--- config.mk ---
export PLATFORM = sky130hd
export DESIGN_NAME = atomrvcore_lsu
export DESIGN_NICKNAME = d
export VERILOG_FILES = /design/src/rtl/atomrvcore_lsu_pkg.sv /design/src/rtl/atomrvcore_lsu_align.sv /design/src/rtl/atomrvcore_lsu.sv
export SDC_FILE = /design/constraint.sdc
export NUM_CORES = 1
export LEC_CHECK = 0
export BUFFER_PORTS_ARGS = -buffer_cell sky130_fd_sc_hd__buf_2
export CORE_MARGIN = 3
export CORE_UTILIZATION = 44
export DETAILED_ROUTE_END_ITERATION = 8
export PLACE_DENSITY = 0.85
export SLEW_MARGIN = 20
export SYNTH_ARGS = -nofsm -noshare
export SYNTH_HDL_FRONTEND = slang
export SYNTH_SLANG_ARGS = --single-unit
--- constraint.sdc ---
create_clock -name clk_i -period 2.8 [get_ports clk_i]
set_input_delay 0.14 -clock clk_i [delete_from_list [all_inputs] [get_ports clk_i]]
set_output_delay 0.14 -clock clk_i [all_outputs]
set_load 0.01 [all_outputs]
--- src/rtl/atomrvcore_lsu_pkg.sv ---
// Shared types for the atomrvcore load/store unit: access size, decoded op and FSM state.
package atomrvcore_pkg;

    typedef enum logic [1:0] {
        BYTE = 2'b00,
        HALF = 2'b01,
        WORD = 2'b10
    } lsu_size_e;

    typedef struct packed {
        logic      store;
        logic      is_unsigned;
        lsu_size_e size;
    } lsu_op_t;

    typedef enum logic [1:0] {
        IDLE,
        REQ,
        WAIT,
        RESP
    } lsu_state_e;

endpackage

--- src/rtl/atomrvcore_lsu_align.sv ---
// Byte-lane steering: store byte enables and data replication, load shift and extension.
module atomrvcore_lsu_align
    import atomrvcore_pkg::*;
(
    input  lsu_size_e   size,
    input  logic        is_unsigned,
    input  logic [1:0]  offset,
    input  logic [31:0] wdata,
    input  logic [31:0] rdata,
    output logic [3:0]  be,
    output logic [31:0] wdata_lane,
    output logic [31:0] rdata_ext
);

    logic [1:0]  eff_off;
    logic [31:0] shifted;

    // Offset bits below the access size are dropped, so halves only see addr[1] and words see 0.
    always_comb begin
        eff_off    = 2'b00;
        be         = 4'b0000;
        wdata_lane = wdata;
        case (size)
            BYTE: begin
                eff_off    = offset;
                be         = 4'b0001 << eff_off;
                wdata_lane = {4{wdata[7:0]}};
            end
            HALF: begin
                eff_off    = {offset[1], 1'b0};
                be         = 4'b0011 << eff_off;
                wdata_lane = {2{wdata[15:0]}};
            end
            WORD: begin
                eff_off    = 2'b00;
                be         = 4'b1111;
            end
            default: ;
        endcase
    end

    assign shifted = rdata >> {eff_off, 3'b000};

    always_comb begin
        rdata_ext = shifted;
        case (size)
            BYTE:    rdata_ext = is_unsigned ? {24'd0, shifted[7:0]}
                                             : {{24{shifted[7]}}, shifted[7:0]};
            HALF:    rdata_ext = is_unsigned ? {16'd0, shifted[15:0]}
                                             : {{16{shifted[15]}}, shifted[15:0]};
            default: rdata_ext = shifted;
        endcase
    end

endmodule

--- src/rtl/atomrvcore_lsu.sv ---
// Load/store unit: one outstanding req/gnt/rvalid data-memory access with writeback.
// Optional ATOMRVCORE_LSU_MISALIGN_TRAP_EN faults misaligned half/word accesses.
module atomrvcore_lsu
    import atomrvcore_pkg::*;
#(
    parameter int DATAWIDTH = 32,
    parameter int REGADDR   = 5
) (
    input  logic                 clk_i,
    input  logic                 rst_i,
    input  logic                 req_valid_i,
    output logic                 req_ready_o,
    input  logic [3:0]           lsu_op_i,
    input  logic [DATAWIDTH-1:0] addr_i,
    input  logic [DATAWIDTH-1:0] wdata_i,
    input  logic [REGADDR-1:0]   rd_i,
    output logic                 dmem_req_o,
    output logic                 dmem_we_o,
    output logic [3:0]           dmem_be_o,
    output logic [DATAWIDTH-1:0] dmem_addr_o,
    output logic [DATAWIDTH-1:0] dmem_wdata_o,
    input  logic                 dmem_gnt_i,
    input  logic                 dmem_rvalid_i,
    input  logic [DATAWIDTH-1:0] dmem_rdata_i,
    output logic                 done_o,
    output logic                 wb_we_o,
    output logic [REGADDR-1:0]   wb_rd_o,
    output logic [DATAWIDTH-1:0] wb_data_o,
    output logic                 err_o
);

    lsu_state_e           state_q, state_d;
    lsu_op_t              op_in, op_q;
    logic [DATAWIDTH-1:0] addr_q, wdata_q, rdata_q;
    logic [REGADDR-1:0]   rd_q;
    logic                 err_q;
    logic                 illegal, misalign, fault_in, accept, capture;
    logic [3:0]           lane_be;
    logic [31:0]          lane_wdata, ext_rdata;

    assign op_in   = lsu_op_t'(lsu_op_i);
    assign illegal = !(op_in.size inside {BYTE, HALF, WORD}) || (op_in.store && op_in.is_unsigned);

`ifdef ATOMRVCORE_LSU_MISALIGN_TRAP_EN
    assign misalign = (op_in.size == HALF && addr_i[0]) ||
                      (op_in.size == WORD && addr_i[1:0] != 2'b00);
`else
    assign misalign = 1'b0;
`endif

    assign fault_in = illegal || misalign;
    assign accept   = (state_q == IDLE) && req_valid_i;
    assign capture  = ((state_q == REQ) && dmem_gnt_i && dmem_rvalid_i) ||
                      ((state_q == WAIT) && dmem_rvalid_i);

    always_ff @(posedge clk_i or posedge rst_i) begin
        if (rst_i) state_q <= IDLE;
        else       state_q <= state_d;
    end

    always_comb begin
        state_d = state_q;
        case (state_q)
            IDLE: if (req_valid_i) state_d = fault_in ? RESP : REQ;
            REQ:  if (dmem_gnt_i)  state_d = dmem_rvalid_i ? RESP : WAIT;
            WAIT: if (dmem_rvalid_i) state_d = RESP;
            RESP: state_d = IDLE;
            default: state_d = IDLE;
        endcase
    end

    always_ff @(posedge clk_i or posedge rst_i) begin
        if (rst_i) begin
            op_q    <= '0;
            addr_q  <= '0;
            wdata_q <= '0;
            rd_q    <= '0;
            err_q   <= 1'b0;
            rdata_q <= '0;
        end else begin
            if (accept) begin
                op_q    <= op_in;
                addr_q  <= addr_i;
                wdata_q <= wdata_i;
                rd_q    <= rd_i;
                err_q   <= fault_in;
            end
            if (capture) rdata_q <= dmem_rdata_i;
        end
    end

    atomrvcore_lsu_align u_align (
        .size        (op_q.size),
        .is_unsigned (op_q.is_unsigned),
        .offset      (addr_q[1:0]),
        .wdata       (wdata_q),
        .rdata       (rdata_q),
        .be          (lane_be),
        .wdata_lane  (lane_wdata),
        .rdata_ext   (ext_rdata)
    );

    // Bus and writeback outputs are decoded from state so they read as zero outside their window.
    always_comb begin
        req_ready_o  = 1'b0;
        dmem_req_o   = 1'b0;
        dmem_we_o    = 1'b0;
        dmem_be_o    = '0;
        dmem_addr_o  = '0;
        dmem_wdata_o = '0;
        done_o       = 1'b0;
        wb_we_o      = 1'b0;
        wb_rd_o      = '0;
        wb_data_o    = '0;
        err_o        = 1'b0;
        case (state_q)
            IDLE: req_ready_o = 1'b1;
            REQ: begin
                dmem_req_o   = 1'b1;
                dmem_we_o    = op_q.store;
                dmem_be_o    = lane_be;
                dmem_addr_o  = {addr_q[DATAWIDTH-1:2], 2'b00};
                dmem_wdata_o = lane_wdata;
            end
            RESP: begin
                done_o    = 1'b1;
                err_o     = err_q;
                wb_we_o   = !op_q.store && !err_q && (rd_q != '0);
                wb_rd_o   = rd_q;
                wb_data_o = (!op_q.store && !err_q) ? ext_rdata : '0;
            end
            default: ;
        endcase
    end

endmodule

==> results.md, run 1 <==
- Summing the areas of all compound-gate instances in the mapped netlist gives 9.631% of the synthesized area.
- Cells with a size suffix above 1 make up 39.24% of the layout.
- The setup-violating endpoint count in the final report is 0.
- The kind of cell with the highest combined delay along the critical path is simple AND/OR/NAND/NOR gates.
- The final number of max-transition violations is 0.
- The growth of design area from synthesis to finish is 39.17%.
- The total core area is 12,720 sq um.
- After detailed routing, the total wire length is 17,210 microns.
- The kind of path behind the tightest hold check is input port to flop.
- The final count of hold timing violations is 0.
- The routed design could run at a clock period as short as 2.660 ns.
- The die covers 14,580 sq um.
- The total power density per cell area is 1093 nW/um^2.
- For this design the static power due to leakage is 3.908 nW.
- The biggest area contributor in the post-synthesis netlist is dfrtp_1.
- The clock tree root driver cell is clkbuf_16.
- The max-slew headroom at the worst pin is between 40 and 50%.
- The pre-antenna-repair detailed-routing pass consisted of 4 iterations.
- The synthesized design contains 0 enable-type register cells.
- The pre-CTS worst setup slack is around 0.46 ns.
- Max-cap violations in this run came to 0.
- The number of nets in the layout is 894.
- The post-detailed-route wirelength per cell is 17.94 microns.
- STA classifies the critical path startpoint as a flop.
- The synthesized area per cell is 11.54 sq um.
- The worst path required time is 2.66 ns.
- The sequential share of the synthesized area is 46.64%.
- The first global-routing pass estimated 26,600 microns of wire.
- CTS saw 108 sinks.
- The number of buffers inserted during clock tree synthesis is 9.
- After synthesis, the share of cell area in mux cells is 27.42%.
- Of the total synthesized cell area, the portion taken by XOR and XNOR cells is 0%.
- The overall via count from detail_route is around 5,000.
- The placed standard-cell area is 7077 sq um.
- Dividing the detail-routed via count by the number of cells gives approximately 5.2.
- The clock tree skew after final layout is around 0.0074 ns.
- Yosys mapped the design onto 43 distinct sky130hd cell types.
- The via count of the first global-routing pass came to 5,070.
- After Yosys synthesis, full adders, half adders and majority gates account for less than 1% of the synthesized area.
- After synthesis, the largest family of logic cells by area is multiplexers.
- Counting both buffers and inverters, the worst setup path holds a total of 2.
- The overall power is 0.008816 W.
- Across the VDD grid, the largest voltage drop is 679.7 uV.
- After Yosys synthesis, and, or, nand and nor cells account for approximately 11% of the synthesized area.
- The count of fill cells added during filler insertion is 1,028.
- For this configuration, the core starts out at a cell density of 45.54%.
- Yosys attributes the largest share of cell area to dfrtp_1 (47%), mux2_1 (16%), mux2_2 (6.0%).
- The critical path is of the flop to output pin type.
- Among all flip-flop cells after synthesis, the most frequent one is dfrtp_1.
- At the worst endpoint, the arrival time is 2.52 ns.
- Along the worst path, the maximum fanout reaches 14.
- In this run the tool buffered the top-level ports with 218 buffer cells.
- The critical path goes through ha_1 > or3b_4 > a311oi_4 > buf_4 > o22ai_1 > a21oi_1 > buf_2.
- The largest stage delay on the critical path is about 0.53 ns.
- Routability-driven placement finished with a final weighted congestion of 0.8660.
- Of the available clock period, the critical path in the final layout requires a little over nine tenths.
- Adding up every negative setup slack in the final design gives 0 ns.
- The flow ran to the end, and the final reports show no timing, DRC or antenna violations.
- Summed over all nets, the half-perimeter wirelength after detailed placement is between 10,000 and 15,000 microns.
- The share of the synthesized area in the top cell type is a little under half.
- On the critical path, the stage with the largest delay is an instance of or3b_4.
- Based on the critical path, the design can be clocked at up to 376.0 MHz.
- The warning count from the yosys run is 0.
- With fillers left out, the area of the finished cells amounts to just over 8000 sq um.
- After clock tree synthesis, the clock-pin slew on the worst setup and hold paths is 0.07 ns.
- Setup repair after global routing left no endpoint under its margin.
- The worst hold slack after final layout is 0.01482 ns.
- The maximum buffer depth of the clock tree is 2.
- The register bit total from synthesis is 108.
- The initial antenna violation count is 1.
- At the pin with the least slew margin, the transition time is 0.8933 ns.
- Once the clock tree was built, the resizer swapped 0 gates to a different size.
- The slack of the critical path is 0.1405 ns.
- After the first detailed-routing iteration, the DRC count stood at 277.
- The floorplan step set the die height to 120.8 microns.
- Global routing used 23.39% of the available tracks across all layers.
- Counting every instance in the synthesized netlist gives 502.
- Entering global routing, the biggest net connects 45 pins.
- After global routing the overflow that remains totals 0.
- The critical path capture point type is an output pin.
- The x dimension of the die is 120.8 microns.
- The remaining number of nets flagged by the antenna check after routing is 0.
- In the routed design, unresolved DRC markers number 0.
- The floorplan has 41 rows.
- The share of flip-flops with an asynchronous set or reset is 100.0%.
- For this design the top-level I/O count stands at 221.
- Clock latency on the worst-skew pair, taken at its later pin, is about 0.35 ns.
- The H-tree was split into 3 levels.
- The mapped netlist covers between 5000 and 6000 sq um.
- TritonCTS built the clock tree.
==> synth_stat cells (2+ instances only) <==
master and count:
o22ai_1 21, and2_1 45, mux2i_1 17, a21oi_2 10, nor2_1 31, mux4_2 7
buf_1 2, a22oi_1 8, mux2_2 31, a221oi_1 2, a21oi_1 26, buf_6 3
nand2b_1 4, o21ai_0 5, buf_2 16, inv_2 2, mux2_1 81, clkbuf_1 14
dfrtp_1 108, nand2_1 27, nor2b_1 8, o21bai_1 2, inv_1 6, buf_4 4
ha_1 4
==> registers in the layout, indices dropped and copies added (netlist names) <==
signal   count
state_q      2
wdata_q     32
op_q         4
rd_q         5
addr_q      32
err_q        1
rdata_q     32
==> report_power, final <==
group,switching (W),internal [W],total (W)
Combinational,0.00238,0.00215,0.00453
Sequential,0.000679,0.00237,0.00305
Clock,0.000599,0.000640,0.00124
==> placed cells by master (no fill, tap or decap), drive strengths merged, types with 2 or more instances in the layout <==
master | Yosys | layout
dfrtp | 108 | 108
a221oi | 3 | 3
o21ai | 6 | 6
ha | 4 | 4
and2 | 45 | 45
nand2b | 4 | 4
mux2 | 112 | 112
a22oi | 8 | 8
o21bai | 2 | 2
conb | 1 | 2
nor2 | 32 | 32
buf | 25 | 236
nor2b | 8 | 8
o22ai | 21 | 21
nand2 | 27 | 27
mux4 | 7 | 7
dlygate4sd3 | 0 | 69
nor3b | 2 | 2
a21oi | 36 | 36
inv | 8 | 10
mux2i | 17 | 17
clkbuf | 14 | 11
clkinv | 1 | 2
clkinvlp | 0 | 2
diode | 0 | 2
==> layer usage <==
layer  global-route usage (%)  up-vias  share of wire [%]
li1                         -     2327                  -
met1                    27.60     2432                 39
met2                    41.11      199                 53
met3                    5.472       44                5.8
met4                    9.278        0                2.9
met5                        0        -                  0
==> worst paths after layout <==
kind / startpoint / endpoint / slack [ns] / cells past startpoint
max: state_q[1] / wb_data_o[17] / 0.14 / 7
min: dmem_rdata_i[16] / rdata_q[16] / 0.01 / 2
max reg2reg: state_q[1] / addr_q[28] / 0.89 / 5
min reg2reg: addr_q[4] / addr_q[4] / 0.49 / 1
max in group asynchronous: rst_i / wdata_q[15] / 1.58 / 4
min in group asynchronous: rst_i / state_q[1] / 0.53 / 3
==> cell families after synthesis <==
| family | after synthesis |
|---|---|
| adders and majority gates | 4 |
| DFF | 108 |
| buffers and inverters | 48 |
| AOI/OAI and AO/OA | 81 |
| muxes | 136 |
| and+or+nand+nor | 124 |
| other | 1 |
==> area by class of cell <==
| cell class | count | area, sq um | share of cell area, % |
|---|---|---|---|
| inverter | 9 | 37.54 | 0.4655 |
| timing repair buffer | 305 | 1954 | 24.24 |
| clock inverter | 5 | 41.29 | 0.5120 |
| sequential | 108 | 2703 | 33.51 |
| antenna | 2 | 5.005 | 0.06206 |
| clock buffer | 11 | 242.7 | 3.010 |
| tap | 172 | 215.2 | 2.669 |
| multi-input combinational | 347 | 2865 | 35.53 |
==> per-stage QoR <==
stage | util (%) | std cells
finish | 63.39 | 959
detailed placement | 55.63 | 871
CTS | 63.21 | 955
floorplan | - | 503
global placement | 55.63 | 871
global route | 63.37 | 958
==> what timing repair did <==
action	in CTS	in global routing
hold buffers	68	1
setup endpoints to repair	0	15
buffers inserted	0	1
hold endpoints to repair	104	1
Power figures use the tool's default switching activity.
==> run 2: changes to the inputs <==
CORE_UTILIZATION = 45   (was 44)
PLACE_DENSITY = 0.86   (was 0.85)
==> results.md, run 2 (synthesized netlist as in run 1, its figures left out) <==
- The final count of hold timing violations is 0.
- The initial antenna violation count is 0.
- The number of nets in the layout is roughly 890.
- The final wirelength is 17,080 microns.
- IR analysis of the VDD net gives a maximum drop of 640.3 uV.
- OpenSTA, run right after detailed placement, puts the worst setup slack at 0.4467 ns.
- The critical path capture point type is an output pin.
- The overall fraction of global-route tracks in use is 24.20%.
- The share of layout cells above drive strength 1 is between 30 and 40%.
- In this run the deepest clock path goes through 2 buffers.
- The critical path launch point is state_q[1].
- Dividing the detail-routed wire length by the instance count gives 17.92 microns.
- In this run the worst setup path terminates at wb_data_o[29].
- The cell leakage power is 3.921 nW.
- The path length in cells of the critical path is 8.
- The arrival time of the worst setup path is about 2.6 ns.
- In the final layout, the multi-input gates occupy about 2900 sq um.
- The commonest non-fill, non-tap cell in the layout is buf_2.
- The total area of sequential cells is 2703 sq um.
- The switching share of total power is 41.04%.
- Power spread over the standard cell area amounts to around 1100 nW/um^2.
- In this run the standard cell core region covers about 12,000 sq um.
- The buffer and inverter count on the worst path is 3.
- The TritonCTS clock tree is done.
- Once the floorplan was initialized, standard cells occupied a little under half of the core.
- Summed over all nets, the switching power comes to 0.003655 W.
- The final number of max-transition violations is 0.
- Relative to the synthesized area, the layout overhead comes to 39.75%.
- The clock network accounts for between 10 and 15% of the total power.
- The setup-violating endpoint count in the final report is 0.
- The H-tree level count is 3.
- In this run the vertical extent of the chip is 119.5 microns.
- The clock tree skew after final layout is 0.01106 ns.
- The internal power of the cells totals 0.005252 W.
- The number of cells on the worst reg-to-reg path is 6.
- For the final routed database, the setup TNS stands at 0 ns.
- The largest registers in the layout are addr_q: 32 flops, rdata_q: 32 flops, wdata_q: 32 flops.
- The maximum number of pins on one net before global-route repair is 59.
- The achievable clock frequency is 369.2 MHz.
- The cell row count is 40.
- Combinational cells account for around half of the total power.
- The top cell types in the final layout, fill and taps aside, are buf_2 (218), dfrtp_1 (108), mux2_1 (81), dlygate4sd3_1 (70), and2_1 (45).
- The via count of the first global-routing pass is 5,327.
- The transition time at the pin with the least slew margin is 0.6616 ns.
- STA classifies the critical path startpoint as a flop.
- Across all setup checks in the final design, the least slack found is 0.09172 ns.
- The summed area of non-filler cells in the final layout is 8098 sq um.
- The first-pass GRT wire length is 27,460 microns.
- The smallest clock period supported by the final layout is computed as roughly 2.7 ns.
- The number of DRC violations after detailed routing is 0.
- The highest fanout seen on the critical path is 14.
- The number of DRC markers in iteration 0 is 260.
- The detailed router placed 5,060 vias in this run.
- The largest stage delay on the critical path is 0.51 ns.
- The weighted congestion at the end of routability-driven global placement is 0.8277.
- The placed standard-cell area is 7069 sq um.
- The max-capacitance violation count is 0.
- TritonCTS created 9 clock buffers.
- Of the total power, registers draw roughly 34%.
- The min-delay analysis places its worst path in the category input port to flop.
- Port buffering added 218 buffers.
- The count of fill cells added during filler insertion is 925.
- The cell that appears most often on the critical path is buf_4.
- After legalization and detailed placement, the total HPWL measured ~12,000 microns.
- The later-pin clock latency in the skew report is 0.35 ns.
- The final critical path takes up about 97% of the cycle.
- The setup check on the worst reg-to-reg path leaves a slack of just under 0.7 ns.
- Global routing finished with a remaining overflow of 0.
- The clock tree root driver cell is clkbuf_16.
- The reg-to-reg startpoint is state_q[1].
- Using the TritonRoute via totals, the vias-per-cell ratio works out to 5.310.
- The die covers 14,270 sq um.
- The critical path goes through ha_2 > or3b_4 > a311oi_4 > buf_4 > buf_4 > o22ai_1 > a21oi_2 > buf_2.
- The number of detailed-routing iterations run before antenna repair is 5.
- Pin placement for this block handled 221 I/O pins.
- Clock-pin slew was measured on the worst setup and hold paths at 0.07 ns.
- The max-slew headroom at the worst pin is 55.73%.
- The cell family contributing the most delay on the critical path is compound AO/OA/AOI/OAI gates.
- The path type of the worst setup path is flop to output pin.
- The cell at the slowest stage of the critical path is or3b_4.
- The count of nets left with antenna violations once routing finished came out at 0.
- The x dimension of the die is ~120 microns.
- The flow ran to the end, and the final reports show no timing, DRC or antenna violations.
- The worst path required time is around 2.7 ns.
- The endpoint identified for the worst register-to-register timing path is state_q[0].
- The number of sinks on the clock net is 108.
[run 2: changes by cell type in the layout (fill, tap and decap cells not counted), sizes merged]
| cell | change |
|---|---|
| clkbuf | -2 |
| clkinv | +1 |
| bufinv | +1 |
| diode | -1 |
| buf | -2 |
| dlygate4sd3 | +1 |
[run 2: routing by layer]
metal | global-route usage, % | part of all wire (%) | vias to the layer above
met5 | 0 | 0 | -
met4 | 9.091 | 2.4 | 0
met3 | 6.600 | 6.7 | 37
met2 | 40.57 | 50 | 219
met1 | 29.85 | 41 | 2473
li1 | - | - | 2331
[run 2: layout make-up]
cell class	count	area share, %
clock buffer	9	2.781
tap	168	2.596
sequential	108	33.37
timing repair buffer	304	24.23
multi-input combinational	347	35.48
inverter	9	0.5099
antenna	1	0.03090
clock inverter	7	1.004
[run 2: timing repair]
action                     CTS  global route
setup endpoints to repair    0            15
hold buffers                66             4
setup buffers                0             1
hold endpoints to repair   115             4
resized for setup            0             4
[run 2: per-stage QoR]
stage | hold slack, ns | std cells | total power, W | util, %
floorplan | 0.2717 | 503 | 0.005986 | -
global placement | 0.08586 | 865 | 0.007341 | 57.42
detailed placement | 0.08725 | 865 | 0.007452 | 57.42
CTS | 0.00007816 | 947 | 0.008878 | 65.27
global route | 0.001284 | 952 | 0.009526 | 65.75
finish | 0.003387 | 953 | 0.008907 | 65.77
[run 2: worst min path at each step]
stage / cells after the start / endpoint / startpoint
floorplan: 1 / addr_q[0] / addr_i[0]
global placement: 2 / rd_q[2] / rst_i
detailed placement: 2 / rd_q[2] / rst_i
CTS: 2 / addr_q[19] / addr_i[19]
global route: 2 / wdata_q[22] / wdata_i[22]
finish: 2 / rdata_q[29] / dmem_rdata_i[29]
[run 2: power by group through the flow]
| stage | clock network [W] | logic [W] | registers [W] |
|---|---|---|---|
| floorplan | 0 | 0.00322 | 0.00277 |
| global placement | 0 | 0.00437 | 0.00297 |
| detailed placement | 0 | 0.00444 | 0.00301 |
| CTS | 0.00135 | 0.00454 | 0.00299 |
| global route | 0.00142 | 0.00499 | 0.00312 |
| finish | 0.00132 | 0.00458 | 0.00301 |
==> run 3: changes to the inputs <==
SETUP_SLACK_MARGIN = 0.5   (was default)
==> results.md, run 3 (synthesized netlist as in run 1, its figures left out) <==
- After floorplanning, the core was divided into 40 placement rows.
- The number of sinks on the clock net is 108.
- The total core area is between 10,000 and 15,000 sq um.
- The path type of the worst setup path is flop to output pin.
- Setup repair after global routing could not meet its margin everywhere.
- Including well taps, the total number of placed cells is about 870.
- The area growth from synthesis to layout is 48.69%.
- The effective utilization at floorplan is 47.06%.
- Setup violations remaining at the end of the flow were counted as 0.
- The number of detailed-routing iterations run before antenna repair is 5.
- Buffers inserted during clock tree synthesis total 9.
- The number of cells on the worst reg-to-reg path is 6.
- For this run, the top clock speed supported by timing is 409.1 MHz.
- In the final layout, the registers with the most flip-flops are addr_q: 32 flops, rdata_q: 32 flops, wdata_q: 32 flops.
- The post-detailed-route wirelength per cell is approximately 19 microns.
- The clock tree root driver cell is clkbuf_16.
- The clock transition at the registers of the reported paths is 0.08 ns.
- The critical path capture point type is an output pin.
- The final number of max-transition violations is 0.
- The via count of the first global-routing pass was 5,479.
- The number of DRC violations after detailed routing is 0.
- The arrival time of the worst setup path is between 2 and 2.5 ns.
- The kind of path behind the tightest hold check is input port to flop.
- TritonCTS built the clock tree.
- The weighted congestion at the end of routability-driven global placement is 0.8277.
- The overall power is 0.009802 W.
- For the pin with the worst max-slew slack, the measured transition is 0.5875 ns.
- The overall via count from detail_route is 5,340.
- The startpoint of the lowest-slack hold path is dmem_rdata_i[29].
- The pre-CTS worst setup slack is 0.4467 ns.
- After detailed placement, the total cell area comes to 7069 sq um.
- Tracing the worst setup path back leads to its startpoint at state_q[0].
- The H-tree level count is 3.
- The cell leakage power is 4.139 nW.
- The maximum number of pins on one net before global-route repair is 59.
- The maximum buffer depth of the clock tree is 2.
- The clock reaches the later pin of the worst-skew pair after 0.36 ns.
- Global routing consumed, over all layers together, about 25% of the routing resources.
- Headroom to the max-slew limit came out at 60.79%.
- At the worst endpoint, the required time is 2.66 ns.
- The termination of the worst setup path is wb_data_o[28].
- The slack of the critical path is 0.3555 ns.
- In this run the remaining antenna-violating nets after routing total 0.
- The flow ran to the end, and the final reports show no timing, DRC or antenna violations.
- The first routing iteration left approximately 410 violations.
- The worst register-to-register path has a setup slack of 0.67 ns.
- The total grt overflow is 0.
- Fill cells in the final layout number 846.
- Cells with a size suffix above 1 make up 46.66% of the layout.
- The x dimension of the die is 119.5 microns.
- Summing all flip-flop and latch instances after layout gives 2706 sq um.
- The category of the worst setup path launch point is a flop.
- The worst path uses 87.30% of the clock period.
- Leaving out fill and tap cells, the most frequent cells in the layout are buf_2 (218), dfrtp_1 (105), mux2_1 (81), dlygate4sd3_1 (70), and2_1 (45).
- The estimated wirelength of the detail-placed design is between 10,000 and 15,000 microns.
- The total area of multi-input combinational cells is roughly 3100 sq um.
- The clock tree skew after final layout is a little under 0.009 ns.
- The via-per-instance ratio is around 5.5.
- The count of non-filler cells in the finished layout is 977.
- The initial antenna violation count is 0.
- The library cell used most frequently in the layout, excluding fill and tap cells, is buf_2.
- The number of nets in the layout is 917.
- Pin placement for this block handled 221 I/O pins.
- Buffers placed on the I/O ports in this run total 218.
- The final wirelength is 18,860 microns.
- The time the final worst path needs with I/O delays and setup is 2.445 ns.
- The worst-case IR drop observed on VDD is 636.0 uV.
- The max-capacitance violation count is 0.
- The summed area of non-filler cells in the final layout is 8616 sq um.
- The first-pass GRT wire length is 28,450 microns.
- The total power density per cell area is 1138 nW/um^2.
- The final count of hold timing violations came to 0.
- Summed over all failing endpoints, the final setup total negative slack is 0 ns.
- The chip height is 119.5 microns.
- The destination of the worst register-to-register timing path is wdata_q[7].
- Along the worst path, the maximum fanout reaches 8.
- The reg-to-reg startpoint is state_q[0].
- The floorplan step defined a die boundary enclosing 14,270 sq um.
[run 3: cell count changes in the layout (fill, tap and decap cells not counted), sizes merged]
cell	previous run	this run
clkbuf	9	10
clkinvlp	2	1
inv	10	11
buf	234	257
[run 3: what timing repair did]
item | CTS | global route
setup buffers | 10 | 14
endpoints found under the hold margin | 115 | 4
hold buffers | 66 | 4
resized for setup | 31 | 43
pin swaps | 3 | 3
setup endpoints to repair | 30 | 83
gates cloned | 0 | 1
[run 3: how the worst min path moves through the flow]
stage	slack (ns)	endpoint	cells past startpoint
final	0.003	rdata_q[29]	2
after global placement	0.09	rd_q[2]	2
after detailed placement	0.09	rd_q[2]	2
after global routing	-0.0006	rdata_q[15]	2
after CTS	0.00008	addr_q[19]	2
after floorplan	0.27	addr_q[0]	1
[run 3: per-stage QoR]
step / hold slack [ns] / util [%]
after CTS: 0.00007816 / 67.25
after detailed placement: 0.08725 / 57.42
final: 0.003356 / 69.98
after floorplan: 0.2717 / -
after global placement: 0.08586 / 57.42
after global routing: -0.0006087 / 69.96
[run 3: report_power, final]
part	switching, W	internal [W]
Sequential	0.000701	0.00237
Combinational	0.00279	0.00261
Clock	0.000623	0.000709
[run 3: layout make-up]
type / count / share of cell area, %
well taps: 168 / 2.440
clock inverters: 7 / 0.9439
diodes: 1 / 0.02904
inverters: 9 / 0.5228
clock buffers: 9 / 2.614
flip-flops and latches: 108 / 31.41
multi-input cells: 347 / 36.42
repair buffers: 328 / 25.62
[run 3: worst max-delay path, stage by stage (launching register included)]
cell and delay [ns]:
dfrtp_1 0.40, ha_4 0.15, or3b_4 0.43, a311oi_4 0.28
buf_6 0.18, buf_12 0.14, o22ai_4 0.06, a21oi_2 0.13
buf_2 0.17
[run 3: per-layer routing]
metal / part of all wire (%) / global-route usage [%] / vias to the layer above
met5: 0 / 0 / -
met4: 3.1 / 9.664 / 0
met3: 7.0 / 6.743 / 58
met2: 50 / 42.48 / 279
met1: 40 / 30.59 / 2624
li1: - / - / 2379
